===== src/rtl/until_monitor.sv =====
`default_nettype none
// ============================================================================
//  Module      : until_monitor
//  Description : Run-time checker for
//                "rose(A) |=> B ##DELAY C until[_with] D[*D_RUN]".
//                Emits one-cycle pass/fail pulses, the last failure code and
//                saturating attempt/fail statistics.
//  Revision    : 1.0 - initial release
// ============================================================================
module until_monitor #(
    parameter int DELAY    = 2,   // B check cycle to first C/D watch cycle (>=1)
    parameter int D_RUN    = 2,   // consecutive D cycles that end the watch (>=1)
    parameter int WITH     = 0,   // 0: until, 1: until_with (C needed on last cycle)
    parameter int MAX_WAIT = 16   // watch cycles before timeout (>=D_RUN)
) (
    input  logic       clock,
    input  logic       reset,
    input  logic       a,
    input  logic       b,
    input  logic       c,
    input  logic       d,
    output logic       busy,
    output logic       pass,
    output logic       fail,
    output logic [1:0] fail_code,
    output logic [7:0] attempts,
    output logic [7:0] fails
);

    localparam int c_run_w   = $clog2(D_RUN + 1);
    localparam int c_watch_w = $clog2(MAX_WAIT + 1);
    localparam int c_wait_w  = $clog2(DELAY + 1);

    localparam logic [c_run_w-1:0]   c_run_one    = c_run_w'(1);
    localparam logic [c_run_w-1:0]   c_run_goal   = c_run_w'(D_RUN);
    localparam logic [c_watch_w-1:0] c_watch_one  = c_watch_w'(1);
    localparam logic [c_watch_w-1:0] c_watch_goal = c_watch_w'(MAX_WAIT);
    localparam logic [c_wait_w-1:0]  c_wait_one   = c_wait_w'(1);
    localparam logic [c_wait_w-1:0]  c_wait_goal  = c_wait_w'(DELAY - 1);

    localparam logic [1:0] c_st_idle  = 2'd0;
    localparam logic [1:0] c_st_arm   = 2'd1;
    localparam logic [1:0] c_st_wait  = 2'd2;
    localparam logic [1:0] c_st_watch = 2'd3;

    localparam logic [1:0] c_code_b_missing = 2'd1;
    localparam logic [1:0] c_code_c_dropped = 2'd2;
    localparam logic [1:0] c_code_timeout   = 2'd3;

    logic [1:0]           r_state;
    logic                 r_a_q;
    logic [c_run_w-1:0]   r_run;
    logic [c_watch_w-1:0] r_watch;
    logic [c_wait_w-1:0]  r_wait;

    logic                 w_rose;
    logic [c_run_w-1:0]   w_run_n;
    logic [c_watch_w-1:0] w_watch_n;
    logic                 w_pass_now;
    logic                 w_fail_now;
    logic [1:0]           w_code_now;

    assign w_rose    = a & ~r_a_q;
    assign w_run_n   = d ? (r_run + c_run_one) : '0;
    assign w_watch_n = r_watch + c_watch_one;
    assign busy      = (r_state != c_st_idle);

    // Decide whether the current edge ends the attempt, and how.
    always_comb begin
        w_pass_now = 1'b0;
        w_fail_now = 1'b0;
        w_code_now = 2'd0;
        case (r_state)
            c_st_arm: begin
                if (!b) begin
                    w_fail_now = 1'b1;
                    w_code_now = c_code_b_missing;
                end
            end
            c_st_watch: begin
                if (w_run_n == c_run_goal) begin
                    // Release seen; until_with additionally needs C on this cycle.
                    if ((WITH == 0) || c) begin
                        w_pass_now = 1'b1;
                    end else begin
                        w_fail_now = 1'b1;
                        w_code_now = c_code_c_dropped;
                    end
                end else if (!c) begin
                    w_fail_now = 1'b1;
                    w_code_now = c_code_c_dropped;
                end else if (w_watch_n == c_watch_goal) begin
                    w_fail_now = 1'b1;
                    w_code_now = c_code_timeout;
                end
            end
            default: ;
        endcase
    end

    // Attempt sequencer, registered verdict pulses and saturating statistics.
    always_ff @(posedge clock or posedge reset) begin
        if (reset) begin
            r_state   <= c_st_idle;
            r_a_q     <= 1'b0;
            r_run     <= '0;
            r_watch   <= '0;
            r_wait    <= '0;
            pass      <= 1'b0;
            fail      <= 1'b0;
            fail_code <= 2'd0;
            attempts  <= 8'd0;
            fails     <= 8'd0;
        end else begin
            r_a_q <= a;
            pass  <= w_pass_now;
            fail  <= w_fail_now;
            if (w_fail_now) begin
                fail_code <= w_code_now;
                if (fails != 8'hFF) begin
                    fails <= fails + 8'd1;
                end
            end
            case (r_state)
                c_st_idle: begin
                    // A rise while busy never reaches this state, so it is dropped.
                    if (w_rose) begin
                        r_state <= c_st_arm;
                        if (attempts != 8'hFF) begin
                            attempts <= attempts + 8'd1;
                        end
                    end
                end
                c_st_arm: begin
                    r_run   <= '0;
                    r_watch <= '0;
                    r_wait  <= c_wait_one;
                    if (w_fail_now) begin
                        r_state <= c_st_idle;
                    end else if (DELAY > 1) begin
                        r_state <= c_st_wait;
                    end else begin
                        r_state <= c_st_watch;
                    end
                end
                c_st_wait: begin
                    if (r_wait == c_wait_goal) begin
                        r_state <= c_st_watch;
                    end else begin
                        r_wait <= r_wait + c_wait_one;
                    end
                end
                default: begin
                    r_run   <= w_run_n;
                    r_watch <= w_watch_n;
                    if (w_pass_now || w_fail_now) begin
                        r_state <= c_st_idle;
                    end
                end
            endcase
        end
    end

endmodule
`default_nettype wire

===== config.mk =====
export PLATFORM = sky130hd
export DESIGN_NAME = until_monitor
export DESIGN_NICKNAME = d
export VERILOG_FILES = /design/src/rtl/until_monitor.sv
export SDC_FILE = /design/constraint.sdc
export NUM_CORES = 1
export LEC_CHECK = 0
export ABC_AREA = 1
export ABC_CLOCK_PERIOD_IN_PS = 2900
export CAP_MARGIN = 20
export CORE_MARGIN = 10
export CORE_UTILIZATION = 30
export DETAILED_ROUTE_END_ITERATION = 6
export GPL_TIMING_DRIVEN = 1
export PLACE_DENSITY_LB_ADDON = 0.3
export RECOVER_POWER = 50
export SYNTH_ARGS = -nofsm -noshare
export SYNTH_HDL_FRONTEND = slang
export SYNTH_SLANG_ARGS = --single-unit

===== constraint.sdc =====
create_clock -name clock -period 2.9 [get_ports clock]
set_input_delay 0.435 -clock clock [delete_from_list [all_inputs] [get_ports clock]]
set_output_delay 0.435 -clock clock [all_outputs]
set_load 0.005 [all_outputs]

==> metrics <==
PwrDens 704 nW/um^2; Root Buffer clkbuf_8; Cell variety after synth 28; syn nets 207; post-route cell area 2060 um^2; Antenna diodes 0; CP Launch Point r_state[0]$_DFFE_PP0P_; Via Count 1318; post-cts hold buffer count 0; DR WL/cell 11.5 um; clock skew 0.00286 ns; I/O pin cnt 27; Worst path slowest cell clkdlybuf4s50_1; RR Endpoint attempts[7]$_DFFE_PP0P_; Setup crit start kind flop; clock buffer depth 2; CP cell instances nor2_1, inv_1, clkdlybuf4s50_1; Power, Total 1.45 mW; Final WS setup 1.01 ns; Fill cells 546; # port buffers 26; Core Footprint 5240 um^2; Hold Violations, Final 0; Mapped Avg Cell Area 8.40 um^2; vias per inst 4.44; DP Worst Slack 1.01 ns; Ys Warns 0; starting density of the core 31.6%; largest net degree at the start of global routing 33; slew margin rel. 73.1%; cts bufs inserted 5; Pins Over Slew Limit 0; initial antenna violation count 0; Syn-to-layout area delta 24.6%; CP Data Arrival Time 1.46 ns; DP Area 2000 um^2; die height 94.3 um; RSZ-0062 raised after global routing false; Period minus WS final 1.89 ns; R2R Setup Slk 1.09 ns; clk sink count 32; Worst-Skew Late Latency 0.28 ns; Routed Antenna Nets 0; TritonCTS clock tree done; vias in the first global route 1285; max cap viols 0; Worst Hold Class flop to flop; Worst Tran Pin Value 0.404 ns; GRT overflow 0; Post-CTS Repair Setup Buffers 0; DR pass1 iterations 4; mapped cell area 1660 um^2; most frequent cells in the layout 61 x nand2_1, 32 x dfrtp_1, 25 x inv_1; Final Util 39.4%; CTS resizes 0; Final Setup Violations 0; Reg2Reg Depth 8; DRC 0; CTS clk-pin slew, worst paths 0.06 ns; die width 94.3 um; Crit Path Class flop to primary output; period utilization 65.2%; share of layout cells above drive strength 1 6.17%; Final nets 239; fmax 529 MHz; status finished clean; final HPWL from detailed placement 2.54 mm; CTS H-tree depth 2; highest cell delay on the worst timing path 0.51 ns; final wirelength 3.41 mm; routability cong. 0.773; Post-Syn Instances 197; die area 8890 um^2; reg2reg start attempts[0]$_DFFE_PP0P_; peak supply drop 0.436 mV; cell row count 26; CP Max Fanout 8; register area share after synthesis 48.4%; gr usage total 8.37%; critical path capture point type primary output; first-pass GRT wire length 5.87 mm; Synth Register Bits 32; Setup TNS 0 ns; most common cell after layout, fill and taps aside nand2_1; DRT iter0 DRCs 67; Critical Path End busy; CP required 2.47 ns; Leak 1.01 nW
==> worst min path at each step <==
stage	start	end	cells after the start
after floorplan	a	r_a_q$_DFF_PP0_	0
after global placement	fail_code[1]$_DFFE_PP0P_	fail_code[1]$_DFFE_PP0P_	2
after detailed placement	fail_code[0]$_DFFE_PP0P_	fail_code[0]$_DFFE_PP0P_	2
after CTS	fail_code[0]$_DFFE_PP0P_	fail_code[0]$_DFFE_PP0P_	2
after global routing	fail_code[1]$_DFFE_PP0P_	fail_code[1]$_DFFE_PP0P_	2
final	fail_code[0]$_DFFE_PP0P_	fail_code[0]$_DFFE_PP0P_	2
==> final cells by class <==
cell class	count	area (um^2)	share of cell area, %
Clock buffer	5	68.8	3.34
Inverter	26	98.8	4.79
Multi-Input combinational cell	137	739	35.8
Sequential cell	32	801	38.8
Tap cell	70	87.6	4.24
Timing Repair Buffer	27	268	13.0
==> critical path: cells and delay by family (launching register included) <==
kind	cells	cell delay, ns
DFF	1	0.47
buffers and inverters	2	0.61
and+or+nand+nor	1	0.10
==> stage by stage <==
step	hold slack, ns	cells
final	0.502	297
after global routing	0.540	297
after CTS	0.512	297
after detailed placement	0.498	292
after global placement	0.496	292
after floorplan	0.466	197
==> power by group <==
group          leakage (nW)  switching, mW  internal [mW]
registers             0.423          0.108          0.540
logic                 0.547          0.245          0.253
clock network        0.0359          0.151          0.154
==> cell families (layout without fill, tap and decap cells) <==
family / after synthesis / after routing / synth area share, %
AO/OA/AOI/OAI: 14 / 14 / 4.91
XOR/XNOR: 12 / 12 / 6.35
adder cells (fa/ha/maj): 4 / 4 / 3.02
buffers and inverters: 28 / 58 / 6.65
flip-flops: 32 / 32 / 48.4
multiplexers: 1 / 1 / 0.680
AND/OR/NAND/NOR: 106 / 106 / 30.0
==> registers in the layout, indices dropped and copies added (netlist names) <==
register	flops
attempts	8
fails	8
r_watch	5
fail_code	2
r_run	2
r_state	2
r_wait	2
fail	1
pass	1
r_a_q	1
==> synth_stat cells <==
cell      number  area [um^2]
xnor2_1        4         35.0
nand2_1       59          221
dfrtp_1       32          801
nand3_2        1         10.0
nand2_4        1         11.3
a22oi_1        1         7.51
nand3_1       16         80.1
clkinv_2       1         5.00
nand3_4        1         17.5
mux2_2         1         11.3
nor4_2         1         12.5
or2_4          1         8.76
o21ai_0        9         45.0
clkbuf_1       1         3.75
nand3b_1       1         7.51
buf_4          1         7.51
nand2_2        2         12.5
nand4_1        6         37.5
a22o_1         1         8.76
nor3_1         2         10.0
nand4_2        1         12.5
or2_0          1         6.26
inv_1         25         93.8
xor2_1         8         70.1
o22ai_1        2         12.5
nor2_1        13         48.8
ha_1           4         50.1
o211ai_1       1         7.51
==> layer usage <==
metal / part of all wire [%] / track usage, % / vias to the layer above
met5: 0 / 0 / -
met4: 2.0 / 5.32 / 0
met3: 5.7 / 2.96 / 7
met2: 46 / 12.9 / 19
met1: 47 / 9.58 / 595
li1: - / - / 697
No activity file was read; power rests on OpenSTA's default activity.
